$ cat config.mk
export PLATFORM = sky130hd
export DESIGN_NAME = pc_fetch_stage
export DESIGN_NICKNAME = d
export VERILOG_FILES = /design/src/rtl/pc_fetch_stage.sv
export SDC_FILE = /design/constraint.sdc
export NUM_CORES = 1
export LEC_CHECK = 0
export BUFFER_PORTS_ARGS = -buffer_cell sky130_fd_sc_hd__buf_2
export CAP_MARGIN = 40
export CORE_MARGIN = 2
export CORE_UTILIZATION = 35
export CTS_CLUSTER_DIAMETER = 30
export DETAILED_ROUTE_END_ITERATION = 12
export GPL_ROUTABILITY_DRIVEN = 0
export GPL_TIMING_DRIVEN = 0
export PLACE_DENSITY_LB_ADDON = 0.25
export SKIP_CTS_REPAIR_TIMING = 1
export SYNTH_ARGS = -nofsm -noshare
export SYNTH_HDL_FRONTEND = slang
export SYNTH_SLANG_ARGS = --single-unit
$ cat constraint.sdc
create_clock -name clk -period 2.5 [get_ports clk]
set_input_delay 0.25 -clock clk [delete_from_list [all_inputs] [get_ports clk]]
set_output_delay 0.25 -clock clk [all_outputs]
set_load 0.01 [all_outputs]
$ cat src/rtl/pc_fetch_stage.sv
// IF stage of the 5-stage MIPS pipeline: PC register, next-PC selection,
// IF/ID pipeline register and two saturating performance counters.
module pc_fetch_stage #(
    parameter int                ADDR_W   = 32,
    parameter int                INSTR_W  = 32,
    parameter logic [ADDR_W-1:0] RESET_PC = '0,
    parameter int                CNT_W    = 16
) (
    input  logic               clk,
    input  logic               reset,
    input  logic               inPCSrc,
    input  logic [ADDR_W-1:0]  inBranchTarget,
    input  logic               inJump,
    input  logic [ADDR_W-1:0]  inJumpTarget,
    input  logic               inStall,
    input  logic [INSTR_W-1:0] inInstr,
    output logic [ADDR_W-1:0]  outPC,
    output logic [ADDR_W-1:0]  outIFID_PC4,
    output logic [INSTR_W-1:0] outIFID_Instr,
    output logic               outIFID_Valid,
    output logic [CNT_W-1:0]   outBranchCount,
    output logic [CNT_W-1:0]   outStallCount
);

    // The fetch mode is decided fresh every cycle from the hazard/ID inputs.
    typedef enum logic [1:0] {
        MODE_RUN,
        MODE_HOLD,
        MODE_REDIRECT
    } fetch_mode_e;

    fetch_mode_e        mode;
    logic [ADDR_W-1:0]  pc_plus4;
    logic [ADDR_W-1:0]  redirect_target;

    logic [ADDR_W-1:0]  pc_q,        pc_d;
    logic [ADDR_W-1:0]  ifid_pc4_q,  ifid_pc4_d;
    logic [INSTR_W-1:0] ifid_instr_q, ifid_instr_d;
    logic               ifid_valid_q, ifid_valid_d;
    logic [CNT_W-1:0]   branch_cnt_q, branch_cnt_d;
    logic [CNT_W-1:0]   stall_cnt_q,  stall_cnt_d;

    // Priority stall > branch > jump > sequential; the branch target wins a tie with jump.
    always_comb begin
        mode            = MODE_RUN;
        pc_plus4        = pc_q + ADDR_W'(4);
        redirect_target = inPCSrc ? inBranchTarget : inJumpTarget;
        redirect_target = redirect_target & ~ADDR_W'(3);

        if (inStall) begin
            mode = MODE_HOLD;
        end else if (inPCSrc || inJump) begin
            mode = MODE_REDIRECT;
        end
    end

    // Next values for PC, IF/ID and the saturating counters.
    always_comb begin
        pc_d         = pc_q;
        ifid_pc4_d   = ifid_pc4_q;
        ifid_instr_d = ifid_instr_q;
        ifid_valid_d = ifid_valid_q;
        branch_cnt_d = branch_cnt_q;
        stall_cnt_d  = stall_cnt_q;

        case (mode)
            MODE_HOLD: begin
                if (stall_cnt_q != '1) begin
                    stall_cnt_d = stall_cnt_q + CNT_W'(1);
                end
            end
            MODE_REDIRECT: begin
                pc_d         = redirect_target;
                ifid_pc4_d   = '0;
                ifid_instr_d = '0;
                ifid_valid_d = 1'b0;
                if (inPCSrc && (branch_cnt_q != '1)) begin
                    branch_cnt_d = branch_cnt_q + CNT_W'(1);
                end
            end
            default: begin
                pc_d         = pc_plus4;
                ifid_pc4_d   = pc_plus4;
                ifid_instr_d = inInstr;
                ifid_valid_d = 1'b1;
            end
        endcase
    end

    // All state updates on the rising edge; reset overrides everything.
    always_ff @(posedge clk) begin
        if (reset) begin
            pc_q         <= RESET_PC;
            ifid_pc4_q   <= '0;
            ifid_instr_q <= '0;
            ifid_valid_q <= 1'b0;
            branch_cnt_q <= '0;
            stall_cnt_q  <= '0;
        end else begin
            pc_q         <= pc_d;
            ifid_pc4_q   <= ifid_pc4_d;
            ifid_instr_q <= ifid_instr_d;
            ifid_valid_q <= ifid_valid_d;
            branch_cnt_q <= branch_cnt_d;
            stall_cnt_q  <= stall_cnt_d;
        end
    end

    assign outPC          = pc_q;
    assign outIFID_PC4    = ifid_pc4_q;
    assign outIFID_Instr  = ifid_instr_q;
    assign outIFID_Valid  = ifid_valid_q;
    assign outBranchCount = branch_cnt_q;
    assign outStallCount  = stall_cnt_q;

endmodule

## Word level (Yosys, flattened, before mapping)

Cells that the tools add are included.

| storage, ports and cells | value |
|---|---|
| bits in registers | 129 |
| bits of input ports | 101 |
| output and inout bits | 129 |
| word-level logic and storage cells | 24 |

| cells by class | value |
|---|---|
| $add $sub $neg | 3 |
| equality and inequality tests | 4 |
| multiplexer cells | 7 |
| reductions and logical operators | 4 |

Operators by type and width:

| cell | count |
|---|---|
| one-hot mux 32 bit (2 select lines) | 3 |
| adder 16 x 1 -> 16 bit, second input constant | 2 |
| adder 32 x 3 -> 32 bit, second input constant | 1 |
| two-way mux 32 bit | 1 |
| inequality test 16 bit, second input constant | 2 |
| two-way mux 2 bit | 2 |
| AND reduction 2 bit | 2 |
| == test 2 x 1 -> 1 bit, second input constant | 1 |
| == test 2 bit, second input constant | 1 |
| one-hot mux 1 bit (2 select lines) | 1 |
| logical AND 1 bit | 1 |
| logical OR 1 bit | 1 |

## Logic depth before layout (Yosys ltp)

| depth | value |
|---|---|
| word-level depth | 5 |
| depth in mapped cells | 8 |
| mapped depth without buffers | 6 |

## Worst setup path after synthesis

Ideal clock, no wire load.

| timing | value |
|---|---|
| path type | register to register |
| from | reg branch_cnt_q[0], in the netlist outBranchCount[0] |
| to | reg branch_cnt_q[9], in the netlist outBranchCount[9] |
| library setup time | 115 ps |
| data arrival time | 1,745 ps |
| slack | 640 ps |
| cell stages (with the launch flop) | 8 |
| clock period less this slack | 1,860 ps |
| path through | dfxtp_1 > ha_1 > inv_1 > or4_1 > buf_2 > o21ai_4 > nor3_1 > o21ba_2 |

| between the ends | value |
|---|---|
| cells in the longest elaborated chain, start to end | 3 |
| elaborated cells between the ends (all ways) | 4 |
| those cells by class | 1 x add/sub; 1 x eq/ne; 2 x reduce/logical |

RTL lines:

| element | RTL line | source |
|---|---|---|
| start, declared | 40 | `logic [CNT_W-1:0] branch_cnt_q, branch_cnt_d;` |
| start signal, assigned | 104 | `branch_cnt_q <= branch_cnt_d;` |
| parallel branches: the longest is 3 deep, another holds adder 16 x 1 -> 16 bit | n/a |  |

Parallel ways; which one is timed is not known.
A chain may end at the register's enable or synchronous reset.

## Final worst setup path

| timing | value |
|---|---|
| from | reg pc_q[2], in the netlist outPC[2] |
| to | reg pc_q[18], in the netlist outPC[18] |

| between the ends | value |
|---|---|
| cells in the longest elaborated chain, start to end | 2 |

RTL lines:

| element | RTL line | source |
|---|---|---|
| start, declared | 36 | `logic [ADDR_W-1:0] pc_q, pc_d;` |
| start signal, assigned | 100 | `pc_q <= pc_d;` |
| adder 32 x 3 -> 32 bit | 46 | `pc_plus4 = pc_q + ADDR_W'(4);` |
| one-hot mux 32 bit (2 select lines) | 66 | `case (mode)` |

Every way passes these cells.

==> impl_metrics.yaml <==
outcome:
  status: "complete, no violations"
setup_path:
  rrSetupSlack_ps: 390
  path_max_fanout: 8
  worstPathRequired_ps: 2870
  crit_arrival_ps: 2480
  path_depth: 7
  rr_worst_depth: 7
  r2r-start: "outPC[2]"
  crit_chain: "ha_1 -> and4_1 -> clkbuf_2 -> nand3_1 -> or4_1 -> nand2_1 -> a211o_1"
  setup.worst_path.start_class: "flop"
  cp_slowest_stage_delay_ps: 490
  r2r_end: "outPC[18]"
  crit_buf_inv: 1
  path_delay_family: "simple AND/OR/NAND/NOR gates"
  crit_type: "reg2reg"
  crit_path_top_delay_cell: "or4_1"
  endpoint_kind: "flop"
power:
  internal_power_mw: 3.876
  netSwitchingPower_mw: 1.290
  p_total_mw: 5.166
  switching_share_pct: 24.97
  leakage_nw: 3.401
  clkPwrFrac_pct: 49.8
  peakVddDrop_v: 0.0004623
  seq_power_share_pct: 41.2
  power_frac_comb_pct: 9.0
  powerDensity_nw_per_um2: 661.4
grt:
  grt-ovfl-total: 0
  grt_pass1_wl_um: 30130
  grt_max_degree: 17
  antenna_found_initial: 3
  grt_pass1_vias: 5650
  gr-usage-all-layers_pct: 21.61
detailed_routing:
  wl_per_cell_um: 16.71
  ant_nets: 0
  drt_first_iter_violations: 334
  vias: 5965
  viasPerCell: 5.182
  dr.pass1.iters: 5
  wl_um: 19240
  drc: 0
sta:
  worstMarginPinSlew_ps: 671.8
  finalHoldViolCount: 0
  setup_violations: 0
  skew_ps: 5.063
  rsz0062_at_grt: "false"
  slew_violations: 0
  fin_crit_ps: 2112
  fin_crit_sh_pct: 84.49
  final.setup.tns_ps: 0
  slew_headroom_pct: 55.21
  fmax_ghz: 0.4734
clocking:
  cts_root_buf: "clkbuf_16"
  cts_tree: "built"
  numCtsBuffers: 17
  clock_sinks: 126
  clock_path_buffers: 2
  clkTransAtPathRegs_ps: 60
  clock_latency_ps: 420
  htree_levels: 4
logic_synthesis:
  ys_seq_area_share_pct: 43.46
  ys_ff_latch: 126
  syn_avg_cell_area_um2: 8.599
  ys_warn_count: 0
  synth_edf_count: 0
  ys.flop_type: "dfxtp_1"
  ys_types: 62
  synthCells: 675
  ys_async_sr_fraction_pct: 0
  syn_area_um2: 5804
die:
  core-area_um2: 16410
  start_util_pct: 35.38
  rows: 47
  die_y_um: 132.8
  io_pins: 230
  die_w_um: 132.8
  die-area_um2: 17630
hold_path:
  min_path_cells: 3
  hold_start: "inInstr[2]"
  holdPathEnd: "outIFID_Instr[2]"
  hold_path_class: "in2reg"
layout:
  mostFrequentLayoutCells: "buf_2 (227), dfxtp_1 (126), nor2_1 (106), a22oi_1 (64), nand2_1 (44)"
  areaGrowthSynthToFinish_pct: 34.58
  post-route-cell-area_um2: 7811
  nFillCells: 1674
  drive_above_1_share_pct: 30.14
  nets: 1020
  layout_commonest_cell: "buf_2"
place:
  port_buffers: 221
  hpwl_um: 14230
  dpl_cell_area_um2: 7189
run:
  cap_violations: 0
-- area by class of cell --
| type | instances | area [um^2] | area share [%] |
|---|---|---|---|
| antenna | 2 | 5.005 | 0.06407 |
| buffer | 53 | 231.5 | 2.963 |
| clock buffer | 19 | 452.9 | 5.798 |
| clock inverter | 13 | 163.9 | 2.098 |
| inverter | 7 | 26.28 | 0.3364 |
| multi-input combinational | 490 | 3028 | 38.76 |
| sequential | 126 | 2522 | 32.29 |
| tap | 220 | 275.3 | 3.524 |
| timing repair buffer | 221 | 1106 | 14.16 |
-- cells by family (layout without fill, tap and decap cells) --
group / after synthesis / in the layout / share of synthesized area, %
simple gates: 259 / 259 / 22.31
compound gates: 172 / 172 / 20.85
flops: 126 / 126 / 43.46
buf+inv: 60 / 313 / 4.441
xor+xnor: 51 / 51 / 7.696
fa+ha+maj: 3 / 3 / 0.6468
mux: 3 / 3 / 0.5389
other cells: 1 / 4 / 0.06461
-- power groups by stage --
stage / logic (mW) / registers, mW / clock network (mW)
after floorplan: 0.225 / 2.18 / 0
final: 0.462 / 2.13 / 2.58
after global routing: 0.515 / 2.14 / 2.71
after CTS: 0.466 / 2.13 / 2.62
after global placement: 0.460 / 2.17 / 0
after detailed placement: 0.464 / 2.17 / 0
-- Yosys cell counts (5+ instances only) --
library cell / number / share of area, %
o22ai_1: 8 / 0.86
nand4_1: 24 / 2.6
a221o_1: 7 / 1.2
nand3_1: 17 / 1.5
or3_1: 5 / 0.54
inv_1: 7 / 0.45
and4_1: 10 / 1.5
o21ai_0: 12 / 1.0
buf_1: 6 / 0.39
nand2_1: 44 / 2.8
buf_2: 6 / 0.52
xnor2_1: 31 / 4.7
xor2_1: 20 / 3.0
nor4_1: 8 / 0.86
nor3_1: 15 / 1.3
buf_4: 6 / 0.78
clkbuf_1: 33 / 2.1
dfxtp_1: 126 / 43
o211ai_1: 5 / 0.65
a22oi_1: 64 / 8.3
a22o_1: 7 / 1.1
a21oi_1: 37 / 3.2
nor2_1: 106 / 6.9
a21o_1: 8 / 1.0
-- tightest hold or removal path, delay by kind of cell --
kind                   cells  cell delay (ps)
and+or+nand+nor            1               70
AOI/OAI and AO/OA          1               50
buffers and inverters      1               70
-- metrics by stage --
step	setup slack, ps	utilization [%]	hold slack (ps)	instances
5_1_grt	222.8	47.59	59.09	1150
3_3_place_gp	344.1	43.82	422.5	1117
2_1_floorplan	639.5	-	394.1	676
6_report	387.7	47.61	58.97	1151
3_5_place_dp	310.3	43.82	437.8	1117
4_1_cts	377.7	47.58	39.93	1149
-- flip-flops by register name, summed over array words and instances (netlist names) --
signal / flops
outIFID_Valid: 1
outIFID_Instr: 32
outStallCount: 16
outIFID_PC4: 31
outBranchCount: 16
outPC: 30
-- layer usage --
| metal | routed length, um | global-route usage, % | vias up |
|---|---|---|---|
| met2 | 8526 | 33.45 | 235 |
| met4 | 335 | 6.571 | 2 |
| li1 | - | - | 2939 |
| met5 | 8 | 0 | - |
| met1 | 8697 | 28.38 | 2763 |
| met3 | 1670 | 7.548 | 26 |
-- worst max path at each step --
stage,start,end
after global placement,inStall,outPC[7]
after floorplan,outBranchCount[0],outBranchCount[9]
after global routing,outPC[2],outIFID_PC4[30]
after detailed placement,inStall,outPC[7]
final,outPC[2],outPC[18]
after CTS,outPC[2],outPC[18]
Power figures use the tool's default switching activity.
